`src/rtl/rcn_master_ordered.sv`:
```
// Ordering front-end for the buffered rcn master: allocates seq tags, parks
// out-of-order responses per tag, and hands them back strictly in issue order.
package rcn_master_ordered_pkg;
    typedef struct packed {
        logic        wr;
        logic [3:0]  mask;
        logic [23:0] addr;
        logic [31:0] data;
    } rsp_ent_t;
endpackage

module rcn_ordered_slot
    import rcn_master_ordered_pkg::*;
(
    input  logic     clk,
    input  logic     rst,
    input  logic     alloc,
    input  logic     retire,
    input  logic     capture,
    input  rsp_ent_t cap_ent,
    output logic     busy,
    output logic     done,
    output rsp_ent_t ent
);
    // Retire clears first so an allocation of the same index in the same
    // cycle leaves the slot busy for the new transaction.
    always_ff @(posedge clk or posedge rst) begin
        if (rst) begin
            busy <= 1'b0;
            done <= 1'b0;
            ent  <= '0;
        end else begin
            if (retire) begin
                busy <= 1'b0;
                done <= 1'b0;
            end
            if (alloc) begin
                busy <= 1'b1;
                done <= 1'b0;
            end
            if (capture) begin
                done <= 1'b1;
                ent  <= cap_ent;
            end
        end
    end
endmodule

module rcn_master_ordered
    import rcn_master_ordered_pkg::*;
#(
    parameter int MAX_OUTSTANDING = 4
) (
    input  logic        clk,
    input  logic        rst,
    input  logic        req_vld,
    output logic        req_rdy,
    input  logic        req_wr,
    input  logic [3:0]  req_mask,
    input  logic [23:0] req_addr,
    input  logic [31:0] req_wdata,
    output logic        rsp_vld,
    input  logic        rsp_rdy,
    output logic        rsp_wr,
    output logic [3:0]  rsp_mask,
    output logic [23:0] rsp_addr,
    output logic [31:0] rsp_data,
    output logic [2:0]  outstanding,
    output logic        stray_err,
    output logic        mst_cs,
    output logic [1:0]  mst_seq,
    input  logic        mst_busy,
    output logic        mst_wr,
    output logic [3:0]  mst_mask,
    output logic [23:0] mst_addr,
    output logic [31:0] mst_wdata,
    input  logic        mst_rdone,
    input  logic        mst_wdone,
    input  logic [1:0]  mst_rsp_seq,
    input  logic [3:0]  mst_rsp_mask,
    input  logic [23:0] mst_rsp_addr,
    input  logic [31:0] mst_rsp_data
);
    localparam int NUM_SLOTS = 4;

    logic [1:0]           alloc_ptr, ret_ptr;
    logic [2:0]           cnt;
    logic [NUM_SLOTS-1:0] slot_busy, slot_done;
    rsp_ent_t             slot_ent [NUM_SLOTS];
    rsp_ent_t             cap_ent, ret_ent;
    logic                 full, issue, retire, rsp_strobe, capture;

    assign full    = cnt >= 3'(MAX_OUTSTANDING);
    assign mst_cs  = req_vld && !full;
    assign req_rdy = !full && !mst_busy;
    assign issue   = req_vld && req_rdy;

    assign mst_seq   = alloc_ptr;
    assign mst_wr    = req_wr;
    assign mst_mask  = req_mask;
    assign mst_addr  = req_addr;
    assign mst_wdata = req_wdata;

    // A simultaneous rdone+wdone is one response, tagged as a write.
    assign rsp_strobe = mst_rdone || mst_wdone;
    assign capture    = rsp_strobe && slot_busy[mst_rsp_seq] && !slot_done[mst_rsp_seq];
    assign cap_ent    = '{wr: mst_wdone, mask: mst_rsp_mask, addr: mst_rsp_addr, data: mst_rsp_data};

    assign rsp_vld  = slot_done[ret_ptr];
    assign retire   = rsp_vld && rsp_rdy;
    assign ret_ent  = slot_ent[ret_ptr];
    assign rsp_wr   = ret_ent.wr;
    assign rsp_mask = ret_ent.mask;
    assign rsp_addr = ret_ent.addr;
    assign rsp_data = ret_ent.data;

    assign outstanding = cnt;

    for (genvar g = 0; g < NUM_SLOTS; g++) begin : g_slot
        rcn_ordered_slot u_slot (
            .clk     (clk),
            .rst     (rst),
            .alloc   (issue && (alloc_ptr == 2'(g))),
            .retire  (retire && (ret_ptr == 2'(g))),
            .capture (capture && (mst_rsp_seq == 2'(g))),
            .cap_ent (cap_ent),
            .busy    (slot_busy[g]),
            .done    (slot_done[g]),
            .ent     (slot_ent[g])
        );
    end

    always_ff @(posedge clk or posedge rst) begin
        if (rst) begin
            alloc_ptr <= 2'd0;
            ret_ptr   <= 2'd0;
            cnt       <= 3'd0;
            stray_err <= 1'b0;
        end else begin
            if (issue)
                alloc_ptr <= alloc_ptr + 2'd1;
            if (retire)
                ret_ptr <= ret_ptr + 2'd1;
            case ({issue, retire})
                2'b10:   cnt <= cnt + 3'd1;
                2'b01:   cnt <= cnt - 3'd1;
                default: cnt <= cnt;
            endcase
            if (rsp_strobe && !capture)
                stray_err <= 1'b1;
        end
    end
endmodule

```
`config.mk`:
```
export PLATFORM = sky130hd
export DESIGN_NAME = rcn_master_ordered
export DESIGN_NICKNAME = d
export VERILOG_FILES = /design/src/rtl/rcn_master_ordered.sv
export SDC_FILE = /design/constraint.sdc
export NUM_CORES = 1
export LEC_CHECK = 0
export ABC_AREA = 1
export CORE_ASPECT_RATIO = 1.75
export CORE_MARGIN = 4
export CORE_UTILIZATION = 40
export CTS_CLUSTER_SIZE = 8
export DETAILED_ROUTE_END_ITERATION = 6
export GPL_ROUTABILITY_DRIVEN = 0
export GPL_TIMING_DRIVEN = 1
export PLACE_DENSITY = 0.73
export SLEW_MARGIN = 20
export SYNTH_ARGS = -nofsm -noshare
export SYNTH_HDL_FRONTEND = slang
export SYNTH_SLANG_ARGS = --single-unit
export TNS_END_PERCENT = 20
```
`constraint.sdc`:
```
create_clock -name clk -period 10.37 [get_ports clk]
set_clock_uncertainty 0.15 [all_clocks]
set_input_delay 2.074 -clock clk [delete_from_list [all_inputs] [get_ports clk]]
set_output_delay 2.074 -clock clk [all_outputs]
set_load 0.03 [all_outputs]
```
# After elaboration in Yosys (flattened, before gate mapping)
# Cells that the tools add are included.
[totals] output_inout_bits=131 word_cells=110 reg_bits=260
[classes] eq_ne=11 bitwise_logic=1 order_cmp=4 n_reduce_logical=36 n_mux=26 addsub=4
[op_table] cell="61-bit binary-select mux with 2-bit select" n=1
[op_table] cell="61-bit 2-to-1 mux" n=2
[op_table] cell="1-bit logical AND" n=19
[op_table] cell="1-bit 2-to-1 mux" n=19
[op_table] cell="2-bit equality test (second input constant)" n=7
[op_table] cell="3-bit nonzero test" n=4
[op_table] cell="2-bit nonzero test" n=5
[op_table] cell="2-bit by 1-bit equality test with 1-bit output (second input constant)" n=4
[op_table] cell="1-bit binary-select mux with 2-bit select" n=3
[op_table] cell="3-bit greater-or-equal comparator (second input constant)" n=2
[op_table] cell="2-bit logical NOT" n=3
[op_table] cell="2-bit by 3-bit less-than comparator with 1-bit output (second input constant)" n=2
[op_table] cell="3-bit one-hot mux with 2 select lines" n=1
[op_table] cell="2-bit by 1-bit adder with 2-bit output (second input constant)" n=2
[op_table] cell="1-bit logical NOT" n=4
[op_table] cell="3-bit by 1-bit adder with 3-bit output (second input constant)" n=1
[op_table] cell="2-bit NOT with 3-bit output" n=1
[op_table] cell="3-bit by 1-bit subtractor with 3-bit output (second input constant)" n=1
[op_table] cell="1-bit logical OR" n=1

# Depth between registers and ports, before layout
# Gate-level depths: netlist of run 1.
[depth] word_depth=7 depth_mapped=11

# Hierarchy
# From an unflattened synthesis of run 1, not the netlist that was laid out.
[unflattened] hier_cells=1574 area_unflattened_um2=12509.5
[by_module_without_submodules] mod="rcn_ordered_slot" seq_area_each_um2=1576.5 cells_each=267 area_per_inst_um2=2409.8 n_inst=4
[by_module_without_submodules] mod="rcn_master_ordered" seq_area_each_um2=200.2 cells_each=506 area_per_inst_um2=2870.3 n_inst=1

# Worst setup path before layout of run 1
# OpenSTA, ideal clock, no wires.
[synth_path] path_kind="input to output" startpoint="input req_vld" endpoint="output mst_cs" path_buffers=0 path_stages=2 required_ns=8.146 t_arrival_ns=2.506 setup_slack_ns=5.640 path_cell_list="inv_1 -> nor2_1"
[synth_between] elab_chain_cells=1
[synth_lines] item="start, declared" line_no="56" source="input logic req_vld,"
[synth_lines] item="1-bit logical AND" line_no="94" source="assign mst_cs = req_vld && !full;"
[synth_lines] item="end, declared" line_no="70" source="output logic mst_cs,"
# No other way between the ends.

# Worst setup path after layout of run 1
[layout_path] startpoint="register ret_ptr[0]" endpoint="output rsp_addr[16]"
[layout_between] elab_chain_cells=4
[layout_lines] item="start, declared" line_no="86" source="logic [1:0] alloc_ptr, ret_ptr;"
[layout_lines] item="start signal, assigned" line_no="143" source="ret_ptr <= ret_ptr + 2'd1;"
[layout_lines] item="2-bit NOT with 3-bit output (not written as such)" line_no="111" source="assign ret_ent = slot_ent[ret_ptr];"
[layout_lines] item="61-bit binary-select mux with 2-bit select" line_no="111"
[layout_lines] item="61-bit 2-to-1 mux (not written as such) (2 in a row)" line_no="111"
[layout_lines] item="end, declared" line_no="66" source="output logic [23:0] rsp_addr,"
# No other way between the ends. The select of a mux whose other input is x is not followed.

==> results of run 1 <==
-- final timing paths --
| kind | start | slack (ns) | cells after the start | to |
|---|---|---|---|---|
| worst max-delay path | ret_ptr[0] | 4.32 | 5 | rsp_addr[16] |
| min in group asynchronous | rst | 1.94 | 2 | g_slot[3].u_slot.ent[20] |
| max in group asynchronous | rst | 6.79 | 3 | g_slot[0].u_slot.ent[50] |
| worst max register to register | ret_ptr[0] | 6.30 | 9 | outstanding[1] |
| worst min register to register | g_slot[1].u_slot.ent[1] | 0.31 | 2 | g_slot[1].u_slot.ent[1] |
| worst min-delay path | g_slot[1].u_slot.ent[1] | 0.31 | 2 | g_slot[1].u_slot.ent[1] |
-- flip-flops by register name, indices dropped and copies added (netlist names) --
register,cells
mst_seq,2
g_slot.u_slot.done,4
ret_ptr,2
g_slot.u_slot.ent,244
stray_err,1
outstanding,3
g_slot.u_slot.busy,4
-- through the flow --
stage / setup slack (ns) / util / instances
finish: 4.32 / 0.473 / 1989
global route: 4.09 / 0.473 / 1989
CTS: 4.28 / 0.473 / 1989
detailed placement: 4.05 / 0.439 / 1945
global placement: 4.15 / 0.439 / 1945
floorplan: 0.991 / - / 1603
-- power groups by stage --
stage               clock network [mW]  registers (mW)  logic, mW
floorplan                            0            1.69       1.71
global placement                     0            1.75       2.49
detailed placement                   0            1.76       2.53
CTS                               1.15            1.75       2.54
global route                      1.20            1.82       2.76
finish                            1.14            1.76       2.53
-- cell type report --
cell class	count	area share
Sequential cell	260	0.434
Multi-Input combinational cell	1121	0.358
Timing Repair Buffer	151	0.0996
Clock buffer	43	0.0688
Tap cell	396	0.0330
Inverter	17	0.00492
Clock inverter	1	0.00200
-- layer usage --
layer	vias up	routed length, um	global-route usage
met5	-	0	0
met4	0	2170	0.126
met3	125	2890	0.0357
met2	476	19400	0.357
met1	5817	15400	0.276
li1	5355	-	-
-- worst max-delay path: cells and delay by family, from the launching register on --
| family | cells | cell delay (ns) |
|---|---|---|
| AOI/OAI and AO/OA | 2 | 0.50 |
| buffers and inverters | 3 | 2.05 |
| DFF | 1 | 0.71 |
-- cell families (layout without fill, tap and decap cells) --
logic type | Yosys count | count (layout) | share of synthesized area
AND/OR/NAND/NOR | 911 | 911 | 0.314
flip-flops | 260 | 260 | 0.502
buffers and inverters | 222 | 212 | 0.0883
AO/OA/AOI/OAI | 195 | 195 | 0.0812
adder cells (fa/ha/maj) | 10 | 10 | 0.0102
XOR/XNOR | 4 | 4 | 0.00270
multiplexers | 1 | 1 | 0.000869
-- layout by cell type, fill, tap and decap left out, drive strengths merged --
cell type and instances:
a21oi 1, buf 13, bufinv 1, clkbuf 43
clkdlybuf4s50 138, dfrtp 260, fa 1, ha 9
inv 17, mux2 1, nand2 523, nand3 10
nand4 244, nor2 132, nor3 1, o21ai 133
o22ai 61, or2 1, xnor2 2, xor2 2
==> reports/results.ini, run 1 <==
[final_layout]
seqCellArea_um2=6510
fillerInstances=2999
diodes=0
fin_area_um2=15000
area_growth_syn_to_layout_pct=15.9
drive_above_1_share=0.0465
fin_nets=1729
multi_input_comb_area_um2=5370

[clock_network]
post_cts_buffers=0
cts_hold_buf=0
cts_htree_levels=2
clkLatencyLatePin_ns=0.52
cts-resized-gates=0
cts.sinks=260
clk_path_buf_depth=3
cts.clk_slew.worst_paths_ns=0.05
cts_made_buffers=38
cts-root-buf=clkbuf_16
cts_tree=built

[setup_path]
crit_fanout=71
end_kind=output pin
crit_required_ns=8.15
max_stage_delay_ns=0.75
slowest_stage=buf_4
cp_data_arrival_time_ns=3.82
start_kind=flop
crit_chain=inv_4, buf_4, o21ai_0, o22ai_1, clkdlybuf4s50_1
path_class=flop to output pin

[timing]
worst_slew_pin_slew_ns=1.08
finalCriticalPeriod_ns=6.05
hold_viol=0
setup_viol=0
whs_ns=0.311
setup_tns_ns=0
drv_slew=0
fin_crit_sh=0.583
rsz0062_at_grt=false
max_slew_margin=0.279
max_freq_ghz=0.165

[grt]
track_usage=0.220
grt_pass1_wl_mm=62.7
grt_max_degree=154
antenna_found_initial=0
grt_pass1_vias=11400
grt_overflow=0

[power]
combPwrFrac=0.466
p_leak_nw=7.16
power.share.clock=0.210
internal_power_mw=3.06
ir_drop_v=0.000194
seq_power_share=0.324
total_power_mw=5.43
p_sw_frac=0.436
p_sw_mw=2.36
power_density_nw_per_um2=361

[route]
num_vias=11800
ant_nets=0
dr.pass1.iters=7
wl_mm=39.8
routed_via_density=5.92
post_drt_wl_per_cell_um=20.0
drt-initial-drc-count=1203
drcViolationCount=1

[logic_synthesis]
ys_ff_latch=260
syn_inst=1603
synth_top_area_cell=dfrtp_1
synth_top_area_share=0.502
ys.warnings.count=0
synth_fp_nets=1743
synth_ff_type=dfrtp_1
synth.most_common_cell=nand2_1
syn_area_per_cell_um2=8.08
syn_area_um2=13000
netlist_top_cells_count=nand2_1 (522), dfrtp_1 (260), nand4_1 (244)
ys_top_cells_by_area=dfrtp_1 (50%), nand2_1 (15%), nand4_1 (12%), o21ai_0 (5.1%), nor2_1 (3.7%)
synth_edf_count=0
synth-seq-area-share=0.502
ys_async_sr_fraction=1.00
synth.distinct_cells=27

[place]
dp_hpwl_mm=21.1
placed_area_um2=13900
portBuffers=138

[floorplan]
coreArea_um2=31700
ios=261
die_h_um=246
start_util=0.408
row_count=86
dieArea_um2=35400
die_w_um=144

[outcome]
status=finished, violations left
violations=DRC

[worst_hold_path]
worstHoldPathType=flop to flop

[job]
drv_cap=0

No activity file was read; power rests on OpenSTA's default activity.
==> run 2, diff against run 1 <==
==> constraint.sdc (replaced) <==
create_clock -name clk -period 6.14 [get_ports clk]
set_clock_uncertainty 0.15 [all_clocks]
set_input_delay 1.228 -clock clk [delete_from_list [all_inputs] [get_ports clk]]
set_output_delay 1.228 -clock clk [all_outputs]
set_load 0.03 [all_outputs]
==> reports/results.ini, run 2 (synthesis gave the netlist of run 1 again) <==
[outcome]
status=finished clean

[timing]
setup_tns_ns=0  ; unchanged
max_slew_margin=0.272  ; -0.00693
setup_viol=0  ; unchanged
finalCriticalPeriod_ns=4.89
drv_slew=0  ; unchanged
rsz0062_at_grt=false
hold_viol=0  ; unchanged
whs_ns=0.311  ; -0.000570 ns
worst_slew_pin_slew_ns=1.09  ; +0.0104 ns
fin_crit_sh=0.796
max_freq_ghz=0.205

[clock_network]
clkLatencyLatePin_ns=0.51  ; about the same
cts_hold_buf=0  ; unchanged
post_cts_buffers=0  ; unchanged
clk_path_buf_depth=3  ; unchanged
cts_made_buffers=38  ; unchanged
cts-root-buf=clkbuf_16
cts.clk_slew.worst_paths_ns=0.05  ; about the same
cts_tree=built
cts_htree_levels=2  ; unchanged
cts.sinks=260  ; unchanged
cts-resized-gates=0  ; unchanged

[setup_path]
regToRegSetupSlack_ns=2.51  ; -3.79 ns
r2r-start=ret_ptr[0]
start_kind=flop
path_class=flop to output pin
crit_required_ns=4.76  ; -3.39 ns
reg2reg_to=outstanding[1]
crit_fanout=62  ; -13%
end_kind=output pin
cp_data_arrival_time_ns=3.51  ; -0.31 ns
rr_worst_depth=8  ; -1

[route]
drcViolationCount=0  ; -1
num_vias=11800  ; +0.33%
wl_mm=40.0  ; +0.49%
drt-initial-drc-count=1374  ; +14%
ant_nets=0  ; unchanged
routed_via_density=5.93  ; +0.18%
dr.pass1.iters=5  ; -2
post_drt_wl_per_cell_um=20.1  ; +0.34%

[final_layout]
top_register=g_slot.u_slot.ent
fin_area_um2=15000  ; +0.14%
largest_registers=g_slot.u_slot.ent x244, g_slot.u_slot.busy x4, g_slot.u_slot.done x4
fin_nets=1732  ; +0.17%
drive_above_1_share=0.0483  ; +0.00182
multi_input_comb_area_um2=5370  ; unchanged
layout_common_cells=nand2_1 (522), dfrtp_1 (258), nand4_1 (244), clkdlybuf4s50_1 (138), o21ai_0 (132)
layout.cells.most_common=nand2_1
largest_reg_flops=244  ; unchanged
final_util=0.474  ; +0.000670
area_growth_syn_to_layout_pct=16.1
fillerInstances=2982  ; -0.57%
seqCellArea_um2=6510  ; unchanged

[worst_hold_path]
hp-start=g_slot[2].u_slot.ent[14]
hold_path_depth=2  ; unchanged
worstHoldPathType=flop to flop
min_to=g_slot[2].u_slot.ent[14]

[grt]
grt_pass1_wl_mm=63.4  ; +1.2%
antenna_found_initial=2  ; +2
grt_pass1_vias=11900  ; +4.5%
use_met3=0.0392  ; +0.00350
grt_max_degree=138  ; -10%
gr-usage-met2=0.364  ; +0.00727
grt.busiest_layer=met2
use_met1=0.268  ; -0.00782
grt_overflow=0  ; unchanged
track_usage=0.222  ; +0.00217

[floorplan]
coreArea_um2=31700  ; unchanged
die_w_um=144  ; unchanged
dieArea_um2=35400  ; unchanged
ios=261  ; unchanged
die_h_um=246  ; unchanged
row_count=86  ; unchanged
start_util=0.408  ; unchanged

[power]
ir_drop_v=0.000255  ; +32%
power_density_nw_per_um2=611  ; +69%
p_leak_nw=7.17  ; +0.12%

[place]
portBuffers=138  ; unchanged
dp_hpwl_mm=21.9  ; +3.7%
placed_area_um2=14000  ; +0.13%

[job]
drv_cap=0  ; unchanged

-- run 2: changes by cell type in the layout (fill, tap and decap cells not counted) --
cell,previous run,this run
buf_4,11,13
buf_6,1,2
clkbuf_1,2,1
clkinvlp_4,0,1
diode_2,0,1
inv_8,1,0
-- run 2: cell type report --
class / instances / area share
sequential: 260 / 0.433
multi-input combinational: 1121 / 0.357
timing repair buffer: 154 / 0.101
clock buffer: 42 / 0.0685
tap: 396 / 0.0330
inverter: 17 / 0.00466
clock inverter: 1 / 0.00200
antenna: 1 / 0.000166
-- run 2: stage by stage --
step / worst slack, ns / instances / total power [mW]
floorplan: 1.33 / 1603 / 5.75
CTS: 1.29 / 1991 / 9.23
global placement: 1.73 / 1948 / 7.17
finish: 1.25 / 1992 / 9.19
global route: 1.15 / 1992 / 9.78
detailed placement: 1.60 / 1948 / 7.27
-- run 2: how the worst max path moves through the flow --
stage	from	depth (start not counted)	slack (ns)	endpoint
finish	ret_ptr[0]	5	1.25	rsp_data[28]
global route	ret_ptr[0]	5	1.15	rsp_data[28]
CTS	ret_ptr[0]	5	1.29	rsp_data[28]
detailed placement	mst_rsp_seq[0]	9	1.60	g_slot[2].u_slot.ent[25]
global placement	mst_rsp_seq[0]	9	1.73	g_slot[1].u_slot.ent[34]
floorplan	rst	1	1.33	g_slot[0].u_slot.busy
-- run 2: routing by layer --
layer  vias to the layer above  wire length, um
met5                         -               14
met1                      5789            15100
met3                       168             2890
li1                       5374                -
met4                         2             2400
met2                       479            19600
-- run 2: worst max-delay path: stages, from the launching register on --
cell             delay (ns)
dfrtp_4                0.64
inv_4                  0.55
buf_4                  0.51
o21ai_0                0.13
o22ai_1                0.33
clkdlybuf4s50_1        0.74
-- run 2: power by group --
part | leakage, nW | switching [mW] | internal, mW
Combinational | 3.40 | 2.84 | 1.47
Sequential | 3.25 | 0.457 | 2.50
Clock | 0.521 | 0.721 | 1.20
Total | 7.17 | 4.01 | 5.17
==> run 3, diff against run 2 <==
--- a/config.mk
+++ b/config.mk
@@ -13,7 +13,7 @@
 export DETAILED_ROUTE_END_ITERATION = 6
 export GPL_ROUTABILITY_DRIVEN = 0
 export GPL_TIMING_DRIVEN = 1
-export PLACE_DENSITY = 0.73
+export PLACE_DENSITY = 0.75
 export SLEW_MARGIN = 20
 export SYNTH_ARGS = -nofsm -noshare
 export SYNTH_HDL_FRONTEND = slang
==> constraint.sdc (replaced) <==
create_clock -name clk -period 4.1 [get_ports clk]
set_clock_uncertainty 0.15 [all_clocks]
set_input_delay 0.82 -clock clk [delete_from_list [all_inputs] [get_ports clk]]
set_output_delay 0.82 -clock clk [all_outputs]
set_load 0.03 [all_outputs]
==> reports/results.ini, run 3 (synthesis gave the netlist of run 1 again) <==
[setup_path]
cp_data_arrival_time_ns=2.90  ; -0.61 ns
start_kind=flop
reg2reg_to=outstanding[2]
cpLargestDelayFamily=buffers and inverters
crit_fanout=64  ; +3.2%
crit_chain=buf_4, o21ai_0, o22ai_1, clkdlybuf4s50_1
r2r-start=ret_ptr[1]
crit_required_ns=3.13  ; -1.63 ns
regToRegSetupSlack_ns=1.09  ; -1.42 ns
rr_worst_depth=9  ; +1
worstPathBufferInverterCount=2  ; -1
slowest_stage=clkdlybuf4s50_1
max_stage_delay_ns=0.75  ; about the same
path_class=flop to output pin
end_kind=output pin

[clock_network]
clk_path_buf_depth=3  ; unchanged
cts_hold_buf=0  ; unchanged
cts.sinks=260  ; unchanged
cts-resized-gates=0  ; unchanged
cts-root-buf=clkbuf_16
post_cts_buffers=0  ; unchanged
cts_tree=built
cts_made_buffers=38  ; unchanged
cts.clk_slew.worst_paths_ns=0.05  ; about the same
clkLatencyLatePin_ns=0.52  ; about the same
cts_htree_levels=2  ; unchanged

[timing]
worst_slew_pin_slew_ns=0.933  ; -0.159 ns
finalCriticalPeriod_ns=3.87
fin_crit_sh=0.945
setup_viol=0  ; unchanged
max_freq_ghz=0.258
setup_tns_ns=0  ; unchanged
drv_slew=0  ; unchanged
hold_viol=0  ; unchanged
whs_ns=0.312  ; +0.00111 ns
rsz0062_at_grt=false
setup_ws_ns=0.226  ; -1.03 ns
max_slew_margin=0.378  ; +0.106

[power]
total_power_mw=13.8  ; +50%
ir_drop_v=0.000477  ; +87%
p_leak_nw=7.27  ; +1.4%
power_density_nw_per_um2=904  ; +48%

[grt]
track_usage=0.226  ; +0.00399
grt_pass1_wl_mm=64.5  ; +1.7%
grt_pass1_vias=12000  ; +0.75%
grt_overflow=0  ; unchanged
antenna_found_initial=1  ; -1
grt_max_degree=142  ; +2.9%

[final_layout]
layout.cells.most_common=nand2_1
layout_common_cells=nand2_1 (522), dfrtp_1 (258), nand4_1 (244), clkdlybuf4s50_1 (138), o21ai_0 (132)
final_cells=2005  ; +0.65%
diodes=0  ; -1
drive_above_1_share=0.0559  ; +0.00766
fin_nets=1745  ; +0.75%
top_register=g_slot.u_slot.ent
largest_reg_flops=244  ; unchanged
area_growth_syn_to_layout_pct=17.6
largest_registers=g_slot.u_slot.ent x244, g_slot.u_slot.busy x4, g_slot.u_slot.done x4

[floorplan]
row_count=86  ; unchanged
die_w_um=144  ; unchanged
start_util=0.408  ; unchanged
die_h_um=246  ; unchanged
dieArea_um2=35400  ; unchanged
coreArea_um2=31700  ; unchanged
ios=261  ; unchanged

[route]
num_vias=11900  ; +0.89%
routed_via_density=5.94  ; +0.23%
wl_mm=40.0  ; about the same
dr.pass1.iters=5  ; unchanged
ant_nets=0  ; unchanged
post_drt_wl_per_cell_um=20.0  ; -0.60%
drcViolationCount=0  ; unchanged
drt-initial-drc-count=1136  ; -17%

[outcome]
status=finished clean

[worst_hold_path]
worstHoldPathType=flop to flop
hold_path_depth=2  ; unchanged
min_to=g_slot[1].u_slot.ent[42]
hp-start=g_slot[1].u_slot.ent[42]

[place]
dp_slack_ns=0.586  ; -1.02 ns
place_inst=1961  ; +0.67%
dp_hpwl_mm=22.7  ; +3.7%
portBuffers=138  ; unchanged

[job]
drv_cap=0  ; unchanged

[run 3: tightest hold or removal path, delay by kind of cell, from the launching register on]
| family | cells | cell delay, ns |
|---|---|---|
| DFF | 1 | 0.33 |
| and+or+nand+nor | 2 | 0.10 |
[run 3: report_power, final]
group | switching (mW) | internal (mW)
registers | 0.630 | 3.74
clock network | 1.09 | 1.71
logic | 4.30 | 2.31
[run 3: through the flow]
stage | utilization | area (um^2)
final | 0.480 | 15200
after global routing | 0.480 | 15200
after detailed placement | 0.448 | 14200
after global placement | 0.448 | 14200
after floorplan | - | 13000
after CTS | 0.480 | 15200
[run 3: how the worst max path moves through the flow]
| stage | startpoint | to | slack [ns] | cells past startpoint |
|---|---|---|---|---|
| 6_report | ret_ptr[1] | rsp_addr[17] | 0.23 | 4 |
| 5_1_grt | ret_ptr[1] | rsp_addr[17] | 0.17 | 4 |
| 4_1_cts | ret_ptr[1] | rsp_addr[17] | 0.21 | 4 |
| 3_5_place_dp | mst_rsp_seq[0] | g_slot[0].u_slot.ent[45] | 0.59 | 7 |
| 3_3_place_gp | mst_rsp_seq[0] | g_slot[0].u_slot.ent[6] | 0.65 | 7 |
| 2_1_floorplan | rst | g_slot[0].u_slot.busy | -0.30 | 1 |
[run 3: layer usage]
layer,wire length (um),GRT usage,share of wire
met1,15200,0.279,0.38
met2,19000,0.362,0.47
met3,3110,0.0328,0.078
met4,2740,0.156,0.069
met5,13,0,0.00032
[run 3: layout make-up]
type	count	area (um^2)
flip-flops and latches	260	6510
repair buffers	167	1760
multi-input cells	1121	5370
clock inverters	4	63.8
inverters	17	70.1
fillers	2920	16500
clock buffers	40	958
well taps	396	495
==> RTL change 1: new RTL, settings of run 3 <==
Change the localparam `NUM_SLOTS` from 4 to 2.
--- a/src/rtl/rcn_master_ordered.sv
+++ b/src/rtl/rcn_master_ordered.sv
@@ -81,7 +81,7 @@
     input  logic [23:0] mst_rsp_addr,
     input  logic [31:0] mst_rsp_data
 );
-    localparam int NUM_SLOTS = 4;
+    localparam int NUM_SLOTS = 2;
 
     logic [1:0]           alloc_ptr, ret_ptr;
     logic [2:0]           cnt;
Behaviour: not the same (Yosys sat finds a counterexample within 4 cycles, from zero or initial values and one cycle with rst high).
==> RTL change 1 against run 3 <==
Total power down 46%. Clock power down 40%. Synthesized area shrank 48%. Synthesized cell count is 49% lower. First-iteration DRC count is 71% lower. Via count decreased by 56%. Final area decreased by 45%. Sequential cell count fell by 126. Worst setup slack improved by 0.51 ns. Routed wire length down 55%.
==> RTL change 1: results (changes against run 3) <==
stage,metric,value,unit,change
routing,met1 WL,6569,um,-57%
global_route,initial antenna violation count,0,,-1
cells_and_area,clkbuf count,21,,-48%
critical_path,RR Startpoint,ret_ptr[0],,
global_route,met3 Track Usage GR,5.020,%,+1.7 points
synth,leading post-synthesis cells by cell area,"dfrtp_1 (49%), nand2_1 (21%), buf_4 (7.1%)",,
power_and_ir_drop,peak supply drop,481.5,uV,+0.86%
cells_and_area,Signal buffers,148,,-11%
cells_and_area,Logic inverters,51,,+34
synth,post-synthesis compound-gate area fraction,8.821,%,+0.70 points
global_route,grt met2 use,31.83,%,-4.4 points
power_and_ir_drop,Seq pwr share,30.1,%,-1.6 points
synth,unique cell type count in the Yosys netlist,24,,-11%
worst_hold_path,Worst Hold End,g_slot[1].u_slot.ent[29],,
cells_and_area,multi-input gate share of the layout cell area,29.06,%,-6.2 points
worst_hold_path,worst hold path startpoint,g_slot[1].u_slot.ent[29],,
cells_and_area,Signal buf overhead,17.83,%,+6.3 points
synth,Synth top area share,49.46,%,-0.77 points
global_route,vias in the first global route,5546,,-54%
cts,TritonCTS buffer count,17,,-55%
cts,"Clk Latency, worst-skew pair",0.41,ns,-0.11 ns
global_route,pin count of the biggest net entering global routing,69,,-51%
cells_and_area,clock network contribution to total cell area,7.775,%,+1.1 points
synth,XOR/XNOR Fraction of Synth Area,0.5167,%,+0.25 points
run_status,outcome,"finished, final reports clean",,
place,Placement Cell Area,7791,um^2,-45%
timing,Slew @ Worst Pin,0.7571,ns,-0.1758 ns
cts,clock tree buffer depth,2,,-1
global_route,global-route wire length before repair,28560,um,-56%
routing,vias per inst,4.724,,-21%
synth,post-synthesis mux area share,0,%,-0.087 points
==> RTL change 1: cell count changes after synthesis, moves of 57 or more <==
| cell | before | now |
|---|---|---|
| clkbuf_1 | 64 | 7 |
| dfrtp_1 | 260 | 134 |
| nand2_1 | 522 | 375 |
| nand4_1 | 244 | 0 |
| nor2_1 | 129 | 4 |
| o21ai_0 | 132 | 0 |
| o22ai_1 | 61 | 1 |
==> RTL change 1: stage by stage <==
step	utilization, %	power, mW	setup slack, ns	hold slack (ns)	instances
after CTS	51.13	7.556	0.7228	0.3220	1113
after detailed placement	47.15	5.831	0.9669	0.3084	1081
after global placement	47.15	5.760	0.9729	0.3037	1081
final	51.13	7.472	0.7351	0.3181	1113
after global routing	51.13	7.971	0.6376	0.3333	1113
after floorplan	-	4.567	1.329	0.2917	812
==> RTL change 2: new RTL, config.mk and constraints of run 3 <==
Made on the original files. Make the reset (`rst`) synchronous in 2 clocked blocks.
--- a/src/rtl/rcn_master_ordered.sv
+++ b/src/rtl/rcn_master_ordered.sv
@@ -24,7 +24,7 @@
 );
     // Retire clears first so an allocation of the same index in the same
     // cycle leaves the slot busy for the new transaction.
-    always_ff @(posedge clk or posedge rst) begin
+    always_ff @(posedge clk) begin
         if (rst) begin
             busy <= 1'b0;
             done <= 1'b0;
@@ -130,7 +130,7 @@
         );
     end
 
-    always_ff @(posedge clk or posedge rst) begin
+    always_ff @(posedge clk) begin
         if (rst) begin
             alloc_ptr <= 2'd0;
             ret_ptr   <= 2'd0;
Check against the original RTL: differs if rst is asserted again (counterexample within 4 cycles, from zero or initial values and one cycle with rst high); with rst held inactive, the same outputs for 4 cycles.
==> RTL change 2 against run 3 <==
Worst setup slack better by 0.040 ns. Final area is 12% higher. Critical path type unchanged. Maximum frequency is 1.1% higher. Count of clock-buffer cells in the layout is 1 lower. Routed wire length is 8.5% higher. Sequential cell count stayed put. Synthesized area is 14% higher. Critical endpoint is now rsp_addr[18].
Power is not compared: it rests on default switching activity, and its combinational part moved more than twofold at a synthesized area within 25%.
==> RTL change 2: results (changes against run 3) <==
stage,metric,value,unit,change
global_route,vias in the first global route,14080,,+17%
global_route,pin count of the biggest net entering global routing,126,,-11%
synth,Commonest cells post-synth,"nand2_1 (590), inv_1 (521), dfxtp_1 (260), nor2_1 (253), nand4_1 (244)",,
place,dpl cells,2850,,+45%
place,post-place setup slack,0.6630,ns,+0.07703 ns
floorplan,Initial Util,40.79,%,about the same
routing,DRT Wirelength,43430,um,+8.5%
critical_path,Worst setup endpoint,rsp_addr[18],,
timing,worst hold margin,0.3224,ns,+0.01071 ns
timing,Worst slew margin,37.04,%,-0.77 points
run_status,outcome,"finished, final reports clean",,
synth,Synth top area share,35.19,%,-15 points
critical_path,"Max FO, Critical Path",65,,+1.6%
critical_path,Worst Setup SP,ret_ptr[0],,
worst_hold_path,Worst Hold End,g_slot[2].u_slot.busy,,
worst_hold_path,worst hold path startpoint,g_slot[2].u_slot.busy,,
synth,Synth Net Count,2581,,+48%
place,post-DP HPWL,25660,um,+13%
global_route,gr usage total,20.72,%,-1.9 points
critical_path,RR Endpoint,outstanding[2],,
critical_path,R2R Setup Slk,0.96,ns,-0.13 ns
routing,DR iter-0 viols,1268,,+12%
cells_and_area,layout cell share with drive strength beyond 1,5.618,%,+0.024 points
routing,WL per Instance,15.01,um,-25%
cells_and_area,nets@finish,2560,,+47%
synth,Async SR Flop Fraction,0,%,-100 points
global_route,global-route wire length before repair,70230,um,+8.9%
critical_path,Worst Reg-to-Reg Cells,13,,+4
routing,vias per inst,5.026,,-15%
place,Placement Cell Area,16070,um^2,+13%
synth,syn_area_per_cell,6.059,um^2,-25%
cells_and_area,FILL cells,3576,,+22%
synth,unique cell type count in the Yosys netlist,21,,-22%
global_route,initial antenna violation count,2,,+1
synth,ys flop type,dfxtp_1,,
[RTL change 2: critical path, stage by stage (launching register included)]
cell	delay [ns]
dfxtp_2	0.36
buf_4	0.72
a21oi_1	0.15
a21oi_1	0.36
clkdlybuf4s50_1	0.75
[RTL change 2: metal layers]
metal  wire length, um  track usage (%)
met1             16580            23.29
met2             21600            36.32
met3              2410            2.884
met4              2838            13.45
met5                 0                0
[RTL change 2: logic make-up (layout without fill, tap and decap cells)]
group | after synthesis | count (layout) | synth area share (%)
simple gates | 1102 | 1102 | 32.36
fa+ha+maj | 10 | 10 | 0.8968
compound gates | 266 | 266 | 9.002
other cells | 0 | 2 | 0
flops | 260 | 260 | 35.19
buf+inv | 803 | 783 | 22.55
[RTL change 2: final cells by class]
cell class	count	area [um^2]	share of cell area (%)
timing repair buffer	172	1812	10.60
inverter	570	2151	12.58
sequential	260	5206	30.46
antenna	2	5.005	0.02928
tap	470	588.1	3.441
clock inverter	2	38.79	0.2269
clock buffer	39	975.9	5.710
multi-input combinational	1378	6315	36.95
